$ cat config.mk
export PLATFORM = sky130hd
export DESIGN_NAME = uart_tx_fifo
export DESIGN_NICKNAME = d
export VERILOG_FILES = /design/src/rtl/uart_tx_fifo.sv
export SDC_FILE = /design/constraint.sdc
export NUM_CORES = 1
export LEC_CHECK = 0
export CORE_ASPECT_RATIO = 2
export CORE_UTILIZATION = 49
export CTS_CLUSTER_SIZE = 14
export DETAILED_ROUTE_END_ITERATION = 6
export PLACE_DENSITY_LB_ADDON = 0.2
export SLEW_MARGIN = 20
export SYNTH_ARGS = -nofsm -noshare
export SYNTH_HDL_FRONTEND = slang
export SYNTH_SLANG_ARGS = --single-unit
$ cat constraint.sdc
create_clock -name clk -period 2.6 [get_ports clk]
set_input_delay 0.52 -clock clk [delete_from_list [all_inputs] [get_ports clk]]
set_output_delay 0.52 -clock clk [all_outputs]
set_load 0.05 [all_outputs]
$ cat src/rtl/uart_tx_fifo.sv
// Byte FIFO that feeds uart_tx one byte at a time: pop, pulse send, wait for done.
// Producer may push on consecutive cycles; pushes while full are dropped and flagged.
module uart_tx_fifo #(
    parameter int DEPTH = 16,
    parameter int AW    = 4
) (
    input  logic          clk,
    input  logic          rst,
    input  logic          wr_en,
    input  logic [7:0]    wr_data,
    output logic          full,
    output logic          empty,
    output logic [AW:0]   level,
    output logic          overflow,
    output logic          uart_tx_send,
    output logic [7:0]    uart_tx_data,
    input  logic          uart_tx_done,
    input  logic          uart_tx_busy
);

    typedef enum logic [1:0] {
        IDLE = 2'd0,
        WAIT = 2'd1
    } state_t;

    localparam logic [AW:0] DEPTH_L = (AW+1)'(DEPTH);
    localparam logic [AW:0] ONE_L   = (AW+1)'(1);

    logic [7:0]    mem [DEPTH];
    logic [AW-1:0] wr_ptr;
    logic [AW-1:0] rd_ptr;
    state_t        state;
    state_t        state_nxt;
    logic          push_ok;
    logic          pop;

    assign full  = (level == DEPTH_L);
    assign empty = (level == '0);

    // No bypass: a push against a full FIFO is rejected even if a pop happens.
    assign push_ok = wr_en && !full;

    always_comb begin
        state_nxt = state;
        pop       = 1'b0;
        case (state)
            IDLE: begin
                if (!empty && !uart_tx_busy) begin
                    pop       = 1'b1;
                    state_nxt = WAIT;
                end
            end
            WAIT: begin
                if (uart_tx_done) begin
                    state_nxt = IDLE;
                end
            end
            default: state_nxt = IDLE;
        endcase
    end

    always_ff @(posedge clk) begin
        if (rst) begin
            state <= IDLE;
        end else begin
            state <= state_nxt;
        end
    end

    // Memory contents are intentionally left out of reset.
    always_ff @(posedge clk) begin
        if (push_ok) begin
            mem[wr_ptr] <= wr_data;
        end
    end

    always_ff @(posedge clk) begin
        if (rst) begin
            wr_ptr       <= '0;
            rd_ptr       <= '0;
            level        <= '0;
            overflow     <= 1'b0;
            uart_tx_send <= 1'b0;
            uart_tx_data <= 8'h00;
        end else begin
            overflow     <= wr_en && full;
            uart_tx_send <= pop;
            if (push_ok) begin
                wr_ptr <= wr_ptr + 1'b1;
            end
            if (pop) begin
                rd_ptr       <= rd_ptr + 1'b1;
                uart_tx_data <= mem[rd_ptr];
            end
            case ({push_ok, pop})
                2'b10:   level <= level + ONE_L;
                2'b01:   level <= level - ONE_L;
                default: level <= level;
            endcase
        end
    end

endmodule
After elaboration in Yosys (flattened, before gate mapping). Memories as Yosys holds them, arrays and structs flattened. A register that Yosys moved wholly into a read port is not among the register bits. Index checks and enable logic that the tools add are counted.

Register bits: 17. Bits in latches: 0. Memory bits (writable): 128. Memory bits (read-only): 0. Word-level logic and storage cells: 35. Memories: 1.

$add $sub $neg: 4. $mul: 0. Divide/modulo/power cells: 0. Magnitude comparators: 0. Equal/unequal tests: 6. Shifts and indexed selects: 0. Multiplexer cells: 8. Bitwise logic cells: 0. Reductions and logical operators: 10.

Memories: mem (depth 16, width 8, read ports 1, clocked after memory_dff 1, wr ports 1, line 29) `logic [7:0] mem [DEPTH];`.

Operators by type and width (number): one-hot mux 5 bit (2 select lines) (1); adder 4 x 1 -> 4 bit, second input constant (2); adder 5 x 1 -> 5 bit, second input constant (1); == test 5 bit, second input constant (1); logical NOT 5 bit (1); subtractor 5 x 1 -> 5 bit, second input constant (1); == test 2 x 1 -> 1 bit, second input constant (2); 2-to-1 mux 1 bit (4); 2-to-1 mux 2 bit (2); != test 2 bit, second input constant (2); one-hot mux 2 bit (2 select lines) (1); logical AND 1 bit (3); logical NOT 1 bit (3); == test 2 bit, second input constant (1); logical NOT 2 bit (1); AND reduction 2 bit (1); nonzero test 2 bit (1).

Longest topological paths before layout. Gate-level depths: netlist of run 1.

Depth in word-level cells: 7. Depth in mapped cells: 11. Mapped depth without buffers: 11.

Worst setup path before layout of run 1. No wires, ideal clock.

Path type: register -> register. Start point: reg level[0]. End point: reg level[4]. Arrival: 2920 ps. Required time: 2479 ps. Path slack: -441 ps. Stages on the path, launching flop included: 12. Path buffers: 1. Clock period less this slack: 3041 ps. Path through: dfxtp_1 nor4_4 a211oi_4 buf_6 ha_1 inv_1 fa_1 nor2b_1 o21ai_0 nand3_1 or3b_1 mux2_2.

Cells in the longest elaborated chain, start to end: 7.

Ends and longest elaborated chain: from (decl) (line 13) `output logic [AW:0] level,`; from (signal assigned) (line 96) `2'b10: level <= level + ONE_L;`; from (signal assigned) (line 97) `2'b01: level <= level - ONE_L;`; from (signal assigned) (line 98) `default: level <= level;`; logical NOT 5 bit (*) (line 38) `assign empty = (level == '0);`; logical NOT 1 bit (*) (line 48) `if (!empty && !uart_tx_busy) begin`; logical AND 1 bit (*) (line 48); 2-to-1 mux 1 bit (*) (line 48); 2-to-1 mux 1 bit (*) (line 46) `case (state)`; via pop (line 35) `logic pop;`; == test 2 x 1 -> 1 bit / == test 2 bit (equally long branches) (line 95) `case ({push_ok, pop})`; one-hot mux 5 bit (2 select lines) / nonzero test 2 bit (equally long branches).

The timed path passes the listed nets; every way through them passes the cells marked *. A chain may end at the register's enable or synchronous reset.

Worst setup path in the final report of run 1.
Start point: reg level[3]. End point: reg level[4].

Cells in the longest elaborated chain, start to end: 7.

Ends and longest elaborated chain (line): logical NOT 5 bit (38); logical NOT 1 bit (48); logical AND 1 bit (48); 2-to-1 mux 1 bit (48); 2-to-1 mux 1 bit (46); == test 2 x 1 -> 1 bit / == test 2 bit (equally long branches) (95); one-hot mux 5 bit (2 select lines) / nonzero test 2 bit (equally long branches).

Parallel ways exist; a longest one is shown, timed or not.

==> reports/qor.csv, run 1 <==
stage,metric,value,unit
outcome,status,"finished, final reports clean",
yosys,synth warn,0,
critical_path,CP Capture Type,register,
yosys,mean area per synthesized cell,15.9,um2
route,drt wl/cell,20.1,um
critical_path,worst setup path category,register to register,
timing,FMAX,0.392,GHz
critical_path,WP data arrival,2.85,ns
cts,CTS tree,yes,
timing,Setup Total Neg Slack,0,ns
power,Static Leak,2.46,nW
critical_path,Critical Path Source Type,register,
cts,CTS Sinks,152,
place,routability cong.,0.789,
route,DRT iter0 DRCs,206,
route,DR DRC count,0,
power,NetSw,2.24,mW
route,vias per cell,5.60,
route,Final ANT Viol Nets,0,
yosys,number of synthesized register bits,152,
die,DIE HEIGHT,160,um
place,DPL Wire Length,8.70,mm
layout,share of cells above drive strength 1,19.7,%
cts,CTS Buf Count,17,
global_routing,total global routing track utilization,21.1,%
yosys,cell area after synthesis,6150,um2
power,Clock Power Share,33.4,%
min_path,worst min-delay path class,register to register,
power,Cell Pwr Density,970,nW/um2
timing,part of the cycle the worst path needs,98.1,%
power,sequential share of power,41.2,%
power,Sw Ratio,31.2,%
die,starting density of the core,50.5,%
cts,Worst-Skew Late Latency,0.42,ns
cts,root buffer cell,clkbuf_16,
yosys,Yosys cell types,40,
yosys,Synthesized Nets,410,
place,Port Buf Inserts,29,
cts,hold buffers post-CTS,0,
timing,clock skew,0.00767,ns
die,Die Footprint,13000,um2
timing,Slew HR,55.9,%
timing,post-layout min period,2.55,ns
layout,Antenna diodes,0,
power,Pwr Total,7.18,mW
yosys,register area share after synthesis,70.3,%
die,Die W,81.2,um
timing,final hold vios,0,
power,logic gate share of total power,25.4,%
yosys,Cells after Synth,387,
timing,actual slew at the worst max-slew pin,0.660,ns
die,core area,12200,um2
cts,# H-tree levels,4,
critical_path,CP Max Fanout,4,
timing,Max Slew Vio Count,0,
layout,nets@finish,476,
die,row cnt,57,
route,First-pass DRT Iterations,4,
power,VDD IR max,1140,uV
power,Pint,4.94,mW
timing,"Setup violations, final",0,
global_routing,pin count of the biggest net entering global routing,23,
route,DR vias,3435,
layout,synth-to-layout area growth,20.3,%
global_routing,vias in the first global route,3411,
run,Max Cap Viol,0,
cts,CTS Buffer Depth,2,
critical_path,Critical Path RT,2.90,ns
die,IO Pins,30,
global_routing,antenna violations before repair,0,
global_routing,first-pass GRT wire length,18.9,mm
route,Detailed Route WL,12.3,mm
global_routing,GR Overflow Total,0,
cts,clk slew on worst S/H paths,0.06,ns
==> registers in the layout, summed over array words and instances, names as in the netlist <==
signal,cells
level,5
uart_tx_data,8
overflow,1
uart_tx_send,1
state,1
rd_ptr,4
wr_ptr,4
mem,128
==> through the flow <==
stage               setup WS (ns)  hold slack, ns  instances  utilization, %  instance area, um2
CTS                       0.00528           0.504        610            60.3                7360
global route              -0.0120           0.529        613            60.7                7400
global placement           -0.292           0.495        576            55.4                6760
floorplan                 -0.0265           0.517        387               -                6190
finish                     0.0499           0.499        613            60.7                7400
detailed placement         -0.353           0.496        576            55.4                6760
==> cell type report <==
cell class | instances | area [um2]
Clock inverter | 15 | 158
Sequential cell | 152 | 4340
Timing Repair Buffer | 67 | 587
Multi-Input combinational cell | 205 | 1670
Fill cell | 924 | 4790
Tap cell | 147 | 184
Inverter | 10 | 37.5
Clock buffer | 17 | 425
==> repair_timing <==
item | in CTS | in global routing
pin swaps | 0 | 1
endpoints found under the setup margin | 1 | 1
buffers inserted | 2 | 3
gates resized for setup | 0 | 6
==> power groups by stage <==
stage               Sequential [mW]  Combinational [mW]  Clock (mW)
floorplan                      3.32               0.853           0
global placement               3.01                1.72           0
detailed placement             3.01                1.75           0
CTS                            2.96                1.78        2.44
global route                   2.98                1.95        2.53
finish                         2.96                1.82        2.40
==> metal layers <==
metal	up-vias	wire, um	track usage, %	part of all wire, %
met3	25	481	5.40	3.9
met2	97	7110	38.0	58
met1	1699	4380	21.7	35
li1	1614	-	-	-
met4	0	369	10.4	3.0
met5	-	0	0	0
==> worst max-delay path, stage by stage (launching register included) <==
cell,delay (ns)
dfxtp_4,0.35
nor4_4,0.27
buf_6,0.17
a21boi_4,0.06
inv_2,0.06
ha_4,0.15
inv_2,0.06
fa_2,0.38
nor2b_4,0.14
o21ai_2,0.07
nand3_1,0.08
or3b_1,0.36
mux2_2,0.27
==> worst paths after layout <==
| kind | depth (start not counted) | endpoint | from | slack (ns) |
|---|---|---|---|---|
| max reg2reg | 12 | level[4] | level[3] | 0.05 |
| min reg2reg | 2 | uart_tx_data[4] | uart_tx_data[4] | 0.50 |
| max | 12 | level[4] | level[3] | 0.05 |
| min | 2 | uart_tx_data[4] | uart_tx_data[4] | 0.50 |
==> placed cells by master (no fill, tap or decap), types with 4 or more instances in the layout <==
| cell | count |
|---|---|
| nor3_1 | 13 |
| inv_6 | 6 |
| clkbuf_16 | 17 |
| dfxtp_1 | 18 |
| nand2_1 | 20 |
| mux4_1 | 8 |
| nor2_1 | 39 |
| a21oi_1 | 6 |
| mux2i_1 | 44 |
| xor2_1 | 5 |
| inv_8 | 4 |
| inv_1 | 8 |
| clkdlybuf4s50_1 | 27 |
| a311oi_1 | 5 |
| edfxtp_1 | 128 |
| dfxtp_4 | 5 |
| o22ai_1 | 21 |
| ha_1 | 8 |
| buf_4 | 38 |
==> cells by family (layout without fill, tap and decap cells) <==
group	after synthesis	in the layout	share of synthesized area (%)
xor gates and xnor gates	8	8	1.14
adders and majority gates	10	10	2.16
and+or+nand+nor	89	89	6.75
AOI/OAI and AO/OA	42	42	4.66
muxes	56	56	11.9
buffers and inverters	30	109	3.17
DFF	152	152	70.3
==> Yosys cell counts (all sizes together) <==
library cell  instances  area share [%]
inv                  10            0.61
o21ai                 4            0.33
nand3b                2            0.31
nor2                 39             2.4
mux2                  1            0.18
a311oi                5            0.71
nand4                 2            0.20
mux2i                44             7.2
edfxtp              128              62
nor3                 13             1.1
or3b                  1            0.14
a21oi                 6            0.49
fa                    1            0.33
dfxtp                24             7.8
nand2b                2            0.20
xor2                  5            0.71
a21o                  1            0.12
o22ai                21             2.1
or3                   1            0.10
ha                    9             1.8
a211oi                4            0.69
nor3b                 1            0.12
nor2b                 4            0.41
a21boi                1            0.18
xnor2                 3            0.43
clkbuf                6            0.59
mux4                 11             4.5
and2                  1            0.10
nor4                  1            0.35
buf                  14             2.0
nand2                20             1.2
nand3                 2            0.16
Note: power is estimated with default switching activity, not from simulation.
==> run 2, diff against run 1 <==
--- a/config.mk
+++ b/config.mk
@@ -5,9 +5,9 @@
 export SDC_FILE = /design/constraint.sdc
 export NUM_CORES = 1
 export LEC_CHECK = 0
+export CAP_MARGIN = 40
 export CORE_ASPECT_RATIO = 2
 export CORE_UTILIZATION = 49
-export CTS_CLUSTER_SIZE = 14
 export DETAILED_ROUTE_END_ITERATION = 6
 export PLACE_DENSITY_LB_ADDON = 0.2
 export SLEW_MARGIN = 20
==> results of run 2 <==
The final DEF is identical to that of run 1; final timing and power are the same.
==> run 3, diff against run 2 <==
--- a/config.mk
+++ b/config.mk
@@ -14,3 +14,4 @@
 export SYNTH_ARGS = -nofsm -noshare
 export SYNTH_HDL_FRONTEND = slang
 export SYNTH_SLANG_ARGS = --single-unit
+export TNS_END_PERCENT = 5
==> results of run 3 <==
The final DEF is identical to that of run 1; final timing and power are the same.
